`src/rtl/ahblite_s_port.sv`:
```
// Slave-side AHB-Lite interconnect port: arbitrates master ports round-robin into one slave stream.
// Latency: grant one cycle after request; address phase then data phase (two cycles with a zero-wait slave).
// Backpressure: slave hreadyout stretches the data phase and is echoed on s_hready_o; the grant is held meanwhile.
module ahblite_s_port #(
    parameter int AHB_AW  = 32,
    parameter int AHB_DW  = 32,
    parameter int MST_NUM = 4
) (
    input  logic                        clk,
    input  logic                        rst,
    input  logic [MST_NUM-1:0]          m_req_i,
    output logic [MST_NUM-1:0]          m_grant_o,
    input  logic [MST_NUM*AHB_AW-1:0]   m_haddr_i,
    input  logic [MST_NUM-1:0]          m_hwrite_i,
    input  logic [MST_NUM*2-1:0]        m_htrans_i,
    input  logic [MST_NUM*3-1:0]        m_hsize_i,
    input  logic [MST_NUM*3-1:0]        m_hburst_i,
    input  logic [MST_NUM*4-1:0]        m_hprot_i,
    input  logic [MST_NUM-1:0]          m_hmastlock_i,
    input  logic [MST_NUM*AHB_DW-1:0]   m_hwdata_i,
    output logic                        s_hready_o,
    output logic                        s_hresp_o,
    output logic [AHB_DW-1:0]           s_hrdata_o,
    output logic                        hsel_o,
    output logic [AHB_AW-1:0]           haddr_o,
    output logic                        hwrite_o,
    output logic [1:0]                  htrans_o,
    output logic [2:0]                  hsize_o,
    output logic [2:0]                  hburst_o,
    output logic [3:0]                  hprot_o,
    output logic                        hmastlock_o,
    output logic [AHB_DW-1:0]           hwdata_o,
    output logic                        hready_o,
    input  logic                        hreadyout_i,
    input  logic                        hresp_i,
    input  logic [AHB_DW-1:0]           hrdata_i
);
    localparam int IW = $clog2(MST_NUM);
    localparam logic [1:0] HTRANS_IDLE = 2'b00;
    localparam logic [1:0] HTRANS_BUSY = 2'b01;
    localparam logic [1:0] HTRANS_SEQ  = 2'b11;
    localparam logic [MST_NUM-1:0] GNT_ONE = MST_NUM'(1);

    typedef enum logic [1:0] {ST_IDLE, ST_ADDR, ST_DATA} state_t;

    typedef struct packed {
        logic [AHB_AW-1:0] haddr;
        logic              hwrite;
        logic [1:0]        htrans;
        logic [2:0]        hsize;
        logic [2:0]        hburst;
        logic [3:0]        hprot;
        logic              hmastlock;
    } ctl_t;

    state_t              state, state_nxt;
    logic [MST_NUM-1:0]  grant, grant_nxt;
    logic [IW-1:0]       owner, owner_nxt;
    logic [IW-1:0]       ptr, ptr_nxt, ptr_adv, arb_base, arb_idx, cand;
    logic                arb_found;
    ctl_t                m_ctl [MST_NUM];
    logic [AHB_DW-1:0]   m_wdat [MST_NUM];
    ctl_t                own_ctl;
    logic [AHB_DW-1:0]   own_wdat;
    logic                own_cont;

    always_comb begin
        for (int i = 0; i < MST_NUM; i++) begin
            m_ctl[i].haddr     = m_haddr_i[i*AHB_AW +: AHB_AW];
            m_ctl[i].hwrite    = m_hwrite_i[i];
            m_ctl[i].htrans    = m_htrans_i[i*2 +: 2];
            m_ctl[i].hsize     = m_hsize_i[i*3 +: 3];
            m_ctl[i].hburst    = m_hburst_i[i*3 +: 3];
            m_ctl[i].hprot     = m_hprot_i[i*4 +: 4];
            m_ctl[i].hmastlock = m_hmastlock_i[i];
            m_wdat[i]          = m_hwdata_i[i*AHB_DW +: AHB_DW];
        end
    end

    assign own_ctl  = m_ctl[owner];
    assign own_wdat = m_wdat[owner];
    // Owner still mid-burst or holding a lock keeps the slave without re-arbitration.
    assign own_cont = own_ctl.hmastlock || (own_ctl.htrans == HTRANS_SEQ) ||
                      (own_ctl.htrans == HTRANS_BUSY);

    assign ptr_adv  = (owner == IW'(MST_NUM - 1)) ? '0 : owner + 1'b1;
    // On completion the search starts just past the owner so it only wins again when alone.
    assign arb_base = (state == ST_DATA) ? ptr_adv : ptr;

    always_comb begin
        arb_found = 1'b0;
        arb_idx   = '0;
        cand      = '0;
        for (int i = 0; i < MST_NUM; i++) begin
            cand = IW'((int'(arb_base) + i) % MST_NUM);
            if (!arb_found && m_req_i[cand]) begin
                arb_found = 1'b1;
                arb_idx   = cand;
            end
        end
    end

    always_ff @(posedge clk or posedge rst) begin
        if (rst) begin
            state <= ST_IDLE;
            grant <= '0;
            owner <= '0;
            ptr   <= '0;
        end else begin
            state <= state_nxt;
            grant <= grant_nxt;
            owner <= owner_nxt;
            ptr   <= ptr_nxt;
        end
    end

    always_comb begin
        state_nxt = state;
        grant_nxt = grant;
        owner_nxt = owner;
        ptr_nxt   = ptr;
        case (state)
            ST_IDLE: begin
                if (arb_found) begin
                    state_nxt = ST_ADDR;
                    grant_nxt = GNT_ONE << arb_idx;
                    owner_nxt = arb_idx;
                end
            end
            ST_ADDR: state_nxt = ST_DATA;
            ST_DATA: begin
                if (hreadyout_i) begin
                    if (own_cont) begin
                        state_nxt = ST_ADDR;
                    end else begin
                        ptr_nxt = ptr_adv;
                        if (arb_found) begin
                            state_nxt = ST_ADDR;
                            grant_nxt = GNT_ONE << arb_idx;
                            owner_nxt = arb_idx;
                        end else begin
                            state_nxt = ST_IDLE;
                            grant_nxt = '0;
                        end
                    end
                end
            end
            default: begin
                state_nxt = ST_IDLE;
                grant_nxt = '0;
            end
        endcase
    end

    assign m_grant_o = grant;

    always_comb begin
        hsel_o      = 1'b0;
        haddr_o     = '0;
        hwrite_o    = 1'b0;
        htrans_o    = HTRANS_IDLE;
        hsize_o     = '0;
        hburst_o    = '0;
        hprot_o     = '0;
        hmastlock_o = 1'b0;
        hwdata_o    = '0;
        hready_o    = 1'b1;
        s_hready_o  = 1'b1;
        s_hresp_o   = 1'b0;
        s_hrdata_o  = '0;
        case (state)
            ST_ADDR: begin
                hsel_o      = 1'b1;
                haddr_o     = own_ctl.haddr;
                hwrite_o    = own_ctl.hwrite;
                htrans_o    = own_ctl.htrans;
                hsize_o     = own_ctl.hsize;
                hburst_o    = own_ctl.hburst;
                hprot_o     = own_ctl.hprot;
                hmastlock_o = own_ctl.hmastlock;
                s_hready_o  = 1'b0;
            end
            ST_DATA: begin
                hwdata_o   = own_wdat;
                hready_o   = hreadyout_i;
                s_hready_o = hreadyout_i;
                s_hresp_o  = hresp_i;
                s_hrdata_o = hrdata_i;
            end
            default: ;
        endcase
    end
endmodule

```
`config.mk`:
```
export PLATFORM = sky130hd
export DESIGN_NAME = ahblite_s_port
export DESIGN_NICKNAME = d
export VERILOG_FILES = /design/src/rtl/ahblite_s_port.sv
export SDC_FILE = /design/constraint.sdc
export NUM_CORES = 1
export LEC_CHECK = 0
export CAP_MARGIN = 40
export CORE_AREA = 3 3 182 184
export DETAILED_ROUTE_END_ITERATION = 10
export DIE_AREA = 0 0 185 187
export GPL_TIMING_DRIVEN = 0
export HOLD_SLACK_MARGIN = 0.06
export PLACE_DENSITY_LB_ADDON = 0.3
export SLEW_MARGIN = 30
export SYNTH_ARGS = -nofsm -noshare
export SYNTH_HDL_FRONTEND = slang
export SYNTH_SLANG_ARGS = --single-unit
```
`constraint.sdc`:
```
create_clock -name clk -period 4.1 [get_ports clk]
set_input_delay 0.82 -clock clk [delete_from_list [all_inputs] [get_ports clk]]
set_output_delay 0.82 -clock clk [all_outputs]
set_load 0.01 [all_outputs]
```
# Word level (Yosys, flattened, before mapping)
# Cells that the tools add are included.
[word_totals]
input_bits = 352
elab_cells = 90
ff_bits = 10
output_inout_bits = 118
[classes]
n_lt_le_gt_ge = 5
reduce_logical = 14
shift = 1
mux = 51
n_addsub = 4
bitwise = 3
eq_ne = 8
[ops]
columns = ["op", "count"]
rows = [
  ["$mux W32", 5],
  ["$bmux W46 S2", 1],
  ["$mux W46", 2],
  ["$bmux W32 S2", 1],
  ["$mux W2", 12],
  ["$mux W4", 5],
  ["$mux W1", 15],
  ["$lt A2 B3 Y1 const B", 4],
  ["$pmux W4 S3", 1],
  ["$bmux W1 S2", 4],
  ["$eq A2 B2 Y1 const B", 3],
  ["$mux W3", 2],
  ["$ne A2 B2 Y1 const B", 3],
  ["$pmux W2 S3", 1],
  ["$reduce_and A3 Y1", 2],
  ["$add A2 B1 Y2 const B", 2],
  ["$add A2 B2 Y2 const B", 2],
  ["$eq A2 B1 Y1 const B", 2],
  ["$pmux W2 S2", 1],
  ["$reduce_and A4 Y1", 1],
  ["$shl A1 B2 Y4 const A", 1],
  ["$ge A3 B3 Y1 const B", 1],
  ["$logic_and A1 B1 Y1", 3],
  ["$logic_not A1 Y1", 3],
  ["7 further kinds", 9],
]

# Depth between registers and ports, before layout
# Gate-level depths: netlist (run 1).
[logic_depth]
depth_word = 20
mapped_depth = 6
mapped_depth_nobuf = 6

# Worst setup path before layout (run 1)
# No wires, ideal clock.
[synth_path]
kind = "register to output"
from = "register owner[1]"
to = "output port haddr_o[10]"
setup_slack_ns = 1.526
arrival_time_ns = 1.754
n_path_buf = 3
path_stages_with_launch = 6
t_required_ns = 3.280
path_cell_list = "dfrtp_1 -> clkbuf_1 -> clkbuf_1 -> clkbuf_1 -> mux4_2 -> and2_1"
[synth_via]
elab_chain_len = 5
[synth_lines]
columns = ["item", "line_no", "source"]
rows = [
  ["start: declaration", "58", "logic [IW-1:0] owner, owner_nxt;"],
  ["start signal: assignment", "112", "owner <= owner_nxt;"],
  ["$not A2 Y3 (implied by the code)", "80", "assign own_ctl = m_ctl[owner];"],
  ["$bmux W46 S2", "80", ""],
  ["$mux W46 (implied by the code) (2 in series)", "80", ""],
  ["$mux W32", "171", "case (state)"],
  ["end: declaration", "25", "output logic [AHB_AW-1:0] haddr_o,"],
]
# No other way between the ends. The select of a mux whose other input is x is not followed.

# Final worst setup path (run 1)
[layout_path]
from = "register state[1]"
to = "output port hwdata_o[31]"
[layout_via]
elab_chain_len = 2
[layout_lines]
columns = ["item", "line_no", "source"]
rows = [
  ["start: declaration", "56", "state_t state, state_nxt;"],
  ["start signal: assignment", "110", "state <= state_nxt;"],
  ["$eq A2 B2 Y1", "171", ""],
  ["$mux W32", "171", ""],
  ["end: declaration", "32", "output logic [AHB_DW-1:0] hwdata_o,"],
]
# No other way between the ends.

==> flow_metrics.tcl, run 1 <==
set metrics [dict create \
    run_status "finished clean" \
    finish.utilization 0.268 \
    tritoncts "built" \
    ys.warnings.count 0 \
    vias 4440 \
    period_share 0.899 \
    numCtsBuffers 3 \
    die_width_um 185 \
    rows 65 \
    vias_per_cell 3.86 \
    detail-route-antenna-nets 0 \
    tightest_slew_ns 0.712 \
    wirelength_mm 22.2 \
    synth_area_um2 3180 \
    power.density_nw_per_um2 427 \
    cts_hold_buffers 0 \
    timing.max_slew.rel_slack 0.525 \
    nets 1102 \
    drtPass1Iterations 4 \
    drt_iter0_markers 139 \
    skew_ns 0.000594 \
    cp_data_arrival_time_ns 2.87 \
    fmax_mhz 271 \
    finalSetupViolCount 0 \
    grt_pass1_vias 4947 \
    final_common_cell "clkdlybuf4s50_1" \
    regToRegSetupSlack_ns 1.83 \
    worst_hold_startpoint "m_grant_o[1]" \
    post_cts_buffers 0 \
    min_path_type "flop to flop" \
    clockRootBuffer "clkbuf_16" \
    fillerInstances 3340 \
    grt-ovfl-total 0 \
    slew_viol_final 0 \
    r2r-start "state[1]" \
    period_minus_slack_ns 3.69 \
    hpwl_mm 19.9 \
    vdd_drop_max_v 0.000194 \
    worstSkewPairLatency_ns 0.24 \
    start_kind "flop" \
    die-area_um2 34600 \
    worstPathRequired_ns 3.28 \
    port_buffers 469 \
    finalWorstSetupSlack_ns 0.413 \
    clock_path_buffers 2 \
    final_layout_size_suffix_gt1_frac 0.135 \
    ys_types 34 \
    cts_resized 2 \
    rsz0062_at_grt "no" \
    grt_use_total 0.120 \
    io_pins 470 \
    pre_cts_ws_ns -0.00443 \
    cts.sinks 10 \
    p_leak_nw 2.94 \
    final_cell_mix "clkdlybuf4s50_1, and2_1, mux4_2, clkbuf_1, dfrtp_1" \
    die-height_um 187 \
    critical_path_class "flop to output port" \
    antenna_found_initial 2 \
    grt_pass1_wl_mm 31.5 \
    synth_seq_cells 10 \
    final_cells 1149 \
    placedCellCount 1146 \
    diodes 0 \
    synthesis.instances 275 \
    drv_cap 0 \
    setup.worst_path.end_class "output port" \
    path_clk_slew_ns 0.04 \
    crit_start "state[1]" \
    syn-mean-instance-area_um2 11.5 \
    synthToLayoutAreaGrowth_pct 166 \
    ys_seq_area_frac 0.0788 \
    place.gp.congestion 0.830 \
    drc 0 \
    grt_max_degree 11 \
    crit_fanout 10 \
    core_um2 31600 \
    hold_violations 0 \
    initial_utilization 0.101 \
    htree_levels 1 \
    syn_nets 628 \
    wl_per_cell_um 19.3 \
]
[sequential cells by signal, summed over array words and instances, names as in the netlist]
register / cells
m_grant_o: 4
owner: 2
ptr: 2
state: 2
[cells by family after synthesis]
| family | synth area share |
|---|---|
| AND/OR/NAND/NOR | 0.253 |
| multiplexers | 0.582 |
| buffers and inverters | 0.0481 |
| AO/OA/AOI/OAI | 0.0343 |
| flip-flops | 0.0788 |
| adder cells (fa/ha/maj) | 0.00394 |
[synth_stat cells]
library cell    n  area, um^2
a211o_1         1        8.76
a211oi_1        1        7.51
a21boi_2        1        11.3
a221oi_1        1        8.76
a31o_2          1        8.76
a32o_1          2        20.0
and2_1        111         694
and3_1          1        6.26
buf_1           1        3.75
buf_2           8        40.0
buf_4           1        7.51
buf_6           1        11.3
clkbuf_1       20        75.1
dfrtp_1        10         250
ha_1            1        12.5
inv_1           4        15.0
mux2_1          2        22.5
mux2_2          3        33.8
mux2_4          1        15.0
mux2i_1         2        20.0
mux4_2         78        1760
nand2_1         6        22.5
nand2b_1        2        12.5
nor2_1          3        11.3
nor2b_1         2        12.5
nor3_1          1        5.00
nor3b_2         1        12.5
nor4_1          1        6.26
nor4b_1         1        8.76
o21ai_0         1        5.00
o22ai_1         1        6.26
o2bb2ai_1       2        17.5
o31ai_1         2        15.0
or3_4           1        11.3
[worst max-delay path, cell delays in order (launching register included)]
cell	delay, ns
dfrtp_1	0.45
nor2b_1	0.16
buf_4	0.17
clkbuf_1	0.56
clkbuf_1	0.41
and2_1	0.29
clkdlybuf4s50_1	0.57
[path summary, 6_finish.rpt]
check	endpoint	depth (start not counted)
worst max-delay path	hwdata_o[31]	6
worst min-delay path	m_grant_o[1]	2
worst max register to register	owner[0]	6
worst min register to register	m_grant_o[1]	2
max in group asynchronous	state[1]	2
min in group asynchronous	m_grant_o[1]	2
[final cells by class]
type | count | area [um^2] | share of cell area
timing repair buffer | 469 | 4690 | 0.556
buffer | 31 | 140 | 0.0166
inverter | 4 | 15.0 | 0.00178
sequential | 10 | 250 | 0.0296
multi-input combinational | 230 | 2770 | 0.328
clock buffer | 3 | 75.1 | 0.00888
tap | 402 | 503 | 0.0595
[through the flow]
stage / instance area, um^2 / hold WS [ns] / TNS (ns) / power [mW]
after floorplan: 3180 / 0.457 / 0 / 1.91
after global placement: 8370 / 0.473 / -0.0136 / 3.53
after detailed placement: 8370 / 0.476 / -0.00443 / 3.52
after CTS: 8450 / 0.488 / 0 / 3.72
after global routing: 8450 / 0.494 / 0 / 3.92
final: 8450 / 0.483 / 0 / 3.61
[report_power, final]
part | switching (mW) | internal, mW
registers | 0.0360 | 0.145
logic | 1.35 | 1.90
clock network | 0.0445 | 0.126
total | 1.43 | 2.17
[layer usage]
metal	track usage	vias to the layer above	wire length, um
li1	-	2018	-
met1	0.131	2123	7790
met2	0.236	284	12000
met5	0	-	21
met4	0.0107	4	104
met3	0.0325	11	2280
No activity file was read; power rests on OpenSTA's default activity.
==> run 2, diff against run 1 <==
- SLEW_MARGIN: 30 -> 20
==> results of run 2 <==
No change in the layout: final DEF, timing and power equal those of run 1.
